<file path="src/rtl/csa_byte_sequencer_pkg.sv">
// Shared types and constants for the byte-serial carry-select adder sequencer.
package csa_seq_pkg;

    typedef enum logic [1:0] {
        IDLE = 2'd0,
        RUN  = 2'd1,
        DONE = 2'd2
    } state_e;

    localparam int BYTE_W = 8;

    function automatic int idx_w(input int n);
        return (n > 1) ? $clog2(n) : 1;
    endfunction

endpackage

</file>
<file path="src/rtl/csa_byte_sequencer_if.sv">
// Operand-in / result-out handshake bundle for csa_byte_sequencer.
interface csa_byte_sequencer_if #(
    parameter int NUM_BYTES = 4
);
    import csa_seq_pkg::*;

    localparam int W = BYTE_W * NUM_BYTES;

    logic         in_valid;
    logic         in_ready;
    logic [W-1:0] a;
    logic [W-1:0] b;
    logic         cin;
    logic         sub;
    logic         out_valid;
    logic         out_ready;
    logic [W-1:0] sum;
    logic         cout;
    logic         overflow;
    logic         zero;

    modport master (
        output in_valid, a, b, cin, sub, out_ready,
        input  in_ready, out_valid, sum, cout, overflow, zero
    );

    modport slave (
        input  in_valid, a, b, cin, sub, out_ready,
        output in_ready, out_valid, sum, cout, overflow, zero
    );

endinterface

</file>
<file path="src/rtl/csa_byte_sequencer_csa8.sv">
// 8-bit carry-select adder: low nibble ripples, high nibble is
// precomputed for both carries and picked by the low carry-out.
module CSA_8bit (
    input  logic [7:0] in0,
    input  logic [7:0] in1,
    input  logic       cin,
    output logic       out,
    output logic [7:0] sum
);

    logic [4:0] lo;
    logic [4:0] hi0;
    logic [4:0] hi1;
    logic [4:0] hi;

    assign lo  = {1'b0, in0[3:0]} + {1'b0, in1[3:0]} + {4'b0, cin};
    assign hi0 = {1'b0, in0[7:4]} + {1'b0, in1[7:4]};
    assign hi1 = {1'b0, in0[7:4]} + {1'b0, in1[7:4]} + 5'd1;
    assign hi  = lo[4] ? hi1 : hi0;

    assign sum = {hi[3:0], lo[3:0]};
    assign out = hi[4];

endmodule

</file>
<file path="src/rtl/csa_byte_sequencer.sv">
// Multi-cycle W-bit add/sub built from one 8-bit carry-select adder,
// processing one byte per clock, LSB first.
module csa_byte_sequencer
    import csa_seq_pkg::*;
#(
    parameter int NUM_BYTES = 4
) (
    input  logic                     clock,
    input  logic                     reset_n,
    csa_byte_sequencer_if.slave      io
);

    localparam int W  = BYTE_W * NUM_BYTES;
    localparam int KW = idx_w(NUM_BYTES);
    localparam logic [KW-1:0] K_LAST = KW'(NUM_BYTES - 1);

    state_e          state_q, state_d;
    logic [W-1:0]    a_q, a_d;
    logic [W-1:0]    b_q, b_d;
    logic [W-1:0]    sum_q, sum_d;
    logic            carry_q, carry_d;
    logic [KW-1:0]   k_q, k_d;

    logic [7:0]      byte_a;
    logic [7:0]      byte_b;
    logic [7:0]      byte_s;
    logic            byte_c;

    assign byte_a = a_q[BYTE_W*k_q +: BYTE_W];
    assign byte_b = b_q[BYTE_W*k_q +: BYTE_W];

    CSA_8bit u_csa (
        .in0 (byte_a),
        .in1 (byte_b),
        .cin (carry_q),
        .out (byte_c),
        .sum (byte_s)
    );

    always_ff @(posedge clock or negedge reset_n) begin
        if (!reset_n) begin
            state_q <= IDLE;
            a_q     <= '0;
            b_q     <= '0;
            sum_q   <= '0;
            carry_q <= 1'b0;
            k_q     <= '0;
        end else begin
            state_q <= state_d;
            a_q     <= a_d;
            b_q     <= b_d;
            sum_q   <= sum_d;
            carry_q <= carry_d;
            k_q     <= k_d;
        end
    end

    always_comb begin
        state_d = state_q;
        a_d     = a_q;
        b_d     = b_q;
        sum_d   = sum_q;
        carry_d = carry_q;
        k_d     = k_q;
        unique case (state_q)
            IDLE: begin
                if (io.in_valid) begin
                    a_d     = io.a;
                    b_d     = io.sub ? ~io.b : io.b;
                    // subtract is a + ~b + 1 - borrow_in
                    carry_d = io.cin ^ io.sub;
                    k_d     = '0;
                    state_d = RUN;
                end
            end
            RUN: begin
                sum_d[BYTE_W*k_q +: BYTE_W] = byte_s;
                carry_d = byte_c;
                if (k_q == K_LAST) begin
                    state_d = DONE;
                end else begin
                    k_d = k_q + KW'(1);
                end
            end
            DONE: begin
                if (io.out_ready) begin
                    state_d = IDLE;
                end
            end
            default: state_d = IDLE;
        endcase
    end

    logic done;
    assign done = (state_q == DONE);

    assign io.in_ready  = (state_q == IDLE);
    assign io.out_valid = done;
    assign io.sum       = sum_q;
    assign io.cout      = done & carry_q;
    assign io.overflow  = done & (a_q[W-1] == b_q[W-1])
                               & (sum_q[W-1] != a_q[W-1]);
    assign io.zero      = done & (sum_q == '0);

endmodule

</file>
<file path="src/flat_wrapper.sv">
// flat-port wrapper written by rule: the top's interface ports become plain ports
module csa_byte_sequencer_flat import csa_seq_pkg::*;
#(
    parameter int NUM_BYTES = 4
)
  (clock, reset_n, io_in_valid, io_a, io_b, io_cin, io_sub, io_out_ready, io_in_ready, io_out_valid, io_sum, io_cout, io_overflow, io_zero);
  csa_byte_sequencer_if #(.NUM_BYTES(NUM_BYTES)) io_i ();
  input  logic clock;
  input  logic reset_n;
  input wire logic [$bits(io_i.in_valid)-1:0] io_in_valid;
  input wire logic [$bits(io_i.a)-1:0] io_a;
  input wire logic [$bits(io_i.b)-1:0] io_b;
  input wire logic [$bits(io_i.cin)-1:0] io_cin;
  input wire logic [$bits(io_i.sub)-1:0] io_sub;
  input wire logic [$bits(io_i.out_ready)-1:0] io_out_ready;
  output wire logic [$bits(io_i.in_ready)-1:0] io_in_ready;
  output wire logic [$bits(io_i.out_valid)-1:0] io_out_valid;
  output wire logic [$bits(io_i.sum)-1:0] io_sum;
  output wire logic [$bits(io_i.cout)-1:0] io_cout;
  output wire logic [$bits(io_i.overflow)-1:0] io_overflow;
  output wire logic [$bits(io_i.zero)-1:0] io_zero;
  assign io_i.in_valid = io_in_valid;
  assign io_i.a = io_a;
  assign io_i.b = io_b;
  assign io_i.cin = io_cin;
  assign io_i.sub = io_sub;
  assign io_i.out_ready = io_out_ready;
  assign io_in_ready = io_i.in_ready;
  assign io_out_valid = io_i.out_valid;
  assign io_sum = io_i.sum;
  assign io_cout = io_i.cout;
  assign io_overflow = io_i.overflow;
  assign io_zero = io_i.zero;
  csa_byte_sequencer #(.NUM_BYTES(NUM_BYTES)) u_core (.clock(clock), .reset_n(reset_n), .io(io_i));
endmodule
</file>
<file path="config.mk">
export PLATFORM = sky130hd
export DESIGN_NAME = csa_byte_sequencer_flat
export DESIGN_NICKNAME = d
export VERILOG_FILES = /design/src/rtl/csa_byte_sequencer_pkg.sv /design/src/rtl/csa_byte_sequencer_if.sv /design/src/rtl/csa_byte_sequencer_csa8.sv /design/src/rtl/csa_byte_sequencer.sv /design/src/flat_wrapper.sv
export SDC_FILE = /design/constraint.sdc
export NUM_CORES = 1
export LEC_CHECK = 0
export CAP_MARGIN = 20
export CORE_UTILIZATION = 47
export CTS_BUF_LIST = sky130_fd_sc_hd__clkbuf_8 sky130_fd_sc_hd__clkbuf_16
export DETAILED_ROUTE_END_ITERATION = 10
export PLACE_DENSITY = 0.77
export SLEW_MARGIN = 20
export SYNTH_ARGS = -nofsm -noshare
export SYNTH_HDL_FRONTEND = slang
export SYNTH_SLANG_ARGS = --single-unit
</file>
<file path="constraint.sdc">
create_clock -name clock -period 2.6 [get_ports clock]
set_input_delay 0.78 -clock clock [delete_from_list [all_inputs] [get_ports clock]]
set_output_delay 0.78 -clock clock [all_outputs]
set_load 0.03 [all_outputs]
</file>
==> results <==
sequential cells by signal (all words and copies together), names as in the netlist:
register        count
u_core.k_q          2
u_core.io.sum      32
u_core.state_q      2
u_core.carry_q      1
u_core.b_q         32
u_core.a_q         32
kinds of logic after synthesis:
kind of cell,after synthesis
and+or+nand+nor,201
DFF,101
AOI/OAI and AO/OA,89
xor gates and xnor gates,38
buffers and inverters,38
muxes,19
adders and majority gates,17
Yosys cell counts (2+ instances only):
cell | count | share of area
sky130_fd_sc_hd__clkbuf_1 | 4 | 0.0029
sky130_fd_sc_hd__o2111ai_1 | 5 | 0.0085
sky130_fd_sc_hd__a22o_1 | 10 | 0.017
sky130_fd_sc_hd__a21oi_1 | 37 | 0.036
sky130_fd_sc_hd__xnor2_1 | 33 | 0.056
sky130_fd_sc_hd__o21ai_1 | 3 | 0.0029
sky130_fd_sc_hd__fa_1 | 3 | 0.012
sky130_fd_sc_hd__nand2b_1 | 2 | 0.0024
sky130_fd_sc_hd__dfrtp_1 | 101 | 0.49
sky130_fd_sc_hd__nor2b_1 | 2 | 0.0024
sky130_fd_sc_hd__nand2_1 | 123 | 0.090
sky130_fd_sc_hd__mux2_2 | 2 | 0.0044
sky130_fd_sc_hd__nor2_1 | 41 | 0.030
sky130_fd_sc_hd__inv_1 | 12 | 0.0087
sky130_fd_sc_hd__a22o_2 | 2 | 0.0039
sky130_fd_sc_hd__nand3_1 | 2 | 0.0019
sky130_fd_sc_hd__o21ai_0 | 17 | 0.017
sky130_fd_sc_hd__buf_2 | 18 | 0.017
sky130_fd_sc_hd__mux4_2 | 16 | 0.070
sky130_fd_sc_hd__xor2_1 | 4 | 0.0068
sky130_fd_sc_hd__o21ai_2 | 2 | 0.0034
sky130_fd_sc_hd__nand4_1 | 3 | 0.0036
sky130_fd_sc_hd__or2_2 | 2 | 0.0024
sky130_fd_sc_hd__nor4_1 | 8 | 0.0097
sky130_fd_sc_hd__ha_1 | 14 | 0.034
sky130_fd_sc_hd__buf_4 | 2 | 0.0029
sky130_fd_sc_hd__o211ai_1 | 7 | 0.010
path summary, 6_finish.rpt:
check,cells past startpoint,start,to
max reg2reg,8,u_core.k_q[0],u_core.io.sum[4]
max,8,u_core.k_q[0],u_core.io.sum[4]
min reg2reg,2,u_core.a_q[14],u_core.a_q[14]
min,1,reset_n,u_core.b_q[26]
max in group asynchronous,2,reset_n,u_core.b_q[31]
min in group clock,2,u_core.a_q[14],u_core.a_q[14]
cell type report:
| type | count | share of cell area |
|---|---|---|
| Sequential cell | 101 | 0.372 |
| Multi-Input combinational cell | 364 | 0.378 |
| Timing Repair Buffer | 134 | 0.189 |
| Clock inverter | 7 | 0.0116 |
| Clock buffer | 9 | 0.0182 |
| Inverter | 12 | 0.00662 |
| Tap cell | 136 | 0.0250 |
worst max-delay path: stages, from the launching register on:
cell and delay, ns:
sky130_fd_sc_hd__dfrtp_2 0.52, sky130_fd_sc_hd__mux4_2 0.56, sky130_fd_sc_hd__fa_2 0.38, sky130_fd_sc_hd__inv_2 0.06, sky130_fd_sc_hd__fa_2 0.18, sky130_fd_sc_hd__and2b_2 0.26
sky130_fd_sc_hd__o21a_4 0.24, sky130_fd_sc_hd__xor2_4 0.17, sky130_fd_sc_hd__a22o_2 0.22
per-stage QoR:
step | utilization | hold slack, ns | cells | TNS [ns] | worst slack [ns]
after floorplan | - | 0.440 | 503 | -0.310 | -0.0761
after detailed placement | 0.616 | 0.462 | 741 | -1.48 | -0.162
after CTS | 0.641 | 0.250 | 759 | -1.21 | -0.144
after global routing | 0.650 | 0.259 | 763 | -3.09 | -0.214
after global placement | 0.616 | 0.456 | 741 | -0.304 | -0.0514
final | 0.650 | 0.256 | 763 | -1.33 | -0.112
routing by layer:
metal	routed length, um	track usage	vias to the layer above	part of all wire
li1	-	-	1961	-
met1	5390	0.304	1973	0.42
met2	6220	0.392	158	0.49
met3	744	0.0365	32	0.058
met4	410	0.110	0	0.032
met5	0	0	-	0
timing repair:
item,4_1_cts,5_1_grt
buffers inserted,2,4
pin swaps,3,9
gates resized for setup,18,20
endpoints found under the setup margin,25,22
==> flow_results.org <==
** Synthesis
- The most used flip-flop cell after synthesis is sky130_fd_sc_hd__dfrtp_1.
- Syn Area/Cell :: 10.2 um2
- Of the total synthesized cell area, the portion taken by AND, OR, NAND and NOR gates is 0.178.
- Combinational family with the most area after synthesis :: simple AND/OR/NAND/NOR gates
- After synthesis the netlist holds a flip-flop and latch count of 101.
- Mux cell area share after synthesis :: 0.0763
- For this run, the register share of the synthesized area comes to 0.491.
- Yosys mapped the design onto 55 distinct sky130hd cell types.
- Of the total synthesized cell area, the portion taken by full adders, half adders and majority gates is 0.0457.
- The share of the synthesized area in compound gates (AO/OA/AOI/OAI) came to 0.108.
- Counting flops with a built-in enable in the synthesized netlist gives 0.
- For this run, asynchronously set or reset flops after synthesis account for 1.00.
- Area of the mapped netlist :: 5150 um2
- The Yosys step of the flow raised 0 warnings.
- Share of the synthesized netlist area taken by xor and xnor gates :: 0.0661
- The number of nets handed over by synthesis was 590.
- After technology mapping, the gate count stands at roughly 500.

** Timing
- Final max-slew violation count :: 0
- Setup violations remaining at the end of the flow were counted as 17.
- Post-route worst setup slack :: -0.112 ns
- Unrepaired setup endpoints after global routing :: true
- Transition at the pin with the smallest max-transition slack :: between 0.4 and 0.5 ns
- Max Clock Freq :: ~370 MHz
- Worst rel slew slack :: 0.681
- The worst path in the final design needs a cycle of approximately 2.7 ns, including I/O delays and setup.
- The clock arrives with 0.0133 ns of skew.
- In the finished design, the share of the clock period the worst path needs comes to 1.04.
- The hold violation total from the final report is 0.

** Setup path
- The worst register-to-register path has a setup slack of -0.11 ns.
- Worst-path fanout max :: 8
- Data on the critical path arrives at its endpoint at 2.99 ns.
- Crit path launch type :: flip-flop
- The critical path in this run is classified as reg -> reg.
- Required time at the worst-slack endpoint :: between 2 and 3 ns
- Capturing element type of the critical path :: flip-flop

** Detailed routing
- Once detail routing completed, the nets flagged for antenna violations numbered 0.
- Post-route DRC :: 0
- After detailed routing, the average wire length per cell comes to 16.7 um.
- For this block, the routed nets add up to 12800 um of wire.
- Across all layers, the routed design uses 4124 vias.
- First-iteration detailed-routing DRC count :: 260
- Number of detailed-route iterations in the first pass :: 7
- Number of vias per cell after detailed routing :: 5.40

** Floorplan
- Area of the core region :: between 10000 and 15000 um2
- In this run the vertical extent of the chip is 107 um.
- For this design the top-level I/O count stands at about 110.
- The floorplan has 37 rows.
- Effective utilization at floorplan :: 0.492
- Die outline area :: 11400 um2
- In this run the horizontal extent of the chip is 107 um.

** Clock network
- Clock tree root driver cell :: sky130_fd_sc_hd__clkbuf_8
- Inserted Clock Buffers :: 9
- H-tree lvl count :: 3
- For the worst-skew pair, the clock arrives at the later sink with an insertion delay of between 0.3 and 0.4 ns.
- Clock tree from TritonCTS :: yes
- For this design, the sink count on the clock tree is 101.
- In this run the deepest clock path goes through 2 buffers.
- Clock-pin transition on the worst setup and hold timing paths :: 0.10 ns
- CTS hold repair buffers :: 0

** GRT
- Vias in the first global route :: 4169
- Grt total ovfl :: 0
- The first global-routing pass estimated 20500 um of wire.
- For this run, the total global-route usage over all layers was measured as 0.236.
- Entering global routing, the biggest net connects 97 pins.
- The initial antenna violation count is 0.

** Run status
- Failing checks :: negative setup slack
- Status :: finished, violations left

** Cells and area
- Most frequent cells in the layout :: 123 x sky130_fd_sc_hd__nand2_1, 100 x sky130_fd_sc_hd__dfrtp_1, 99 x sky130_fd_sc_hd__clkdlybuf4s50_1
- The library cell used most frequently in the layout, excluding fill and tap cells, is sky130_fd_sc_hd__nand2_1.
- The final layout contains just over 700 nets.
- Layout area overhead :: 32.1%
- After routing the design area is 6800 um2.
- Inserted Diodes :: 0
- Summing all multi-input logic gate instances after layout gives 2570 um2.
- Registers take 2530 um2.
- Of the cells placed in the final design, the portion with a size suffix greater than 1 is 0.169.
- Number of fillers in the final layout :: roughly 870

** Place
- Number of buffers added on ports :: roughly 110
- The congestion estimate from routability-driven global placement came to between 0.8 and 0.9.
- Placed inst area :: 6440 um2
- The wire-length estimate of the detail-placed layout is 9770 um.

** Run
- Maxcap violations :: 0

** Hold path
- Worst hold path type :: in -> async
Power of run 1 is not shown: default switching activity piles up to over one toggle a cycle in this logic, so the estimate is an artifact.
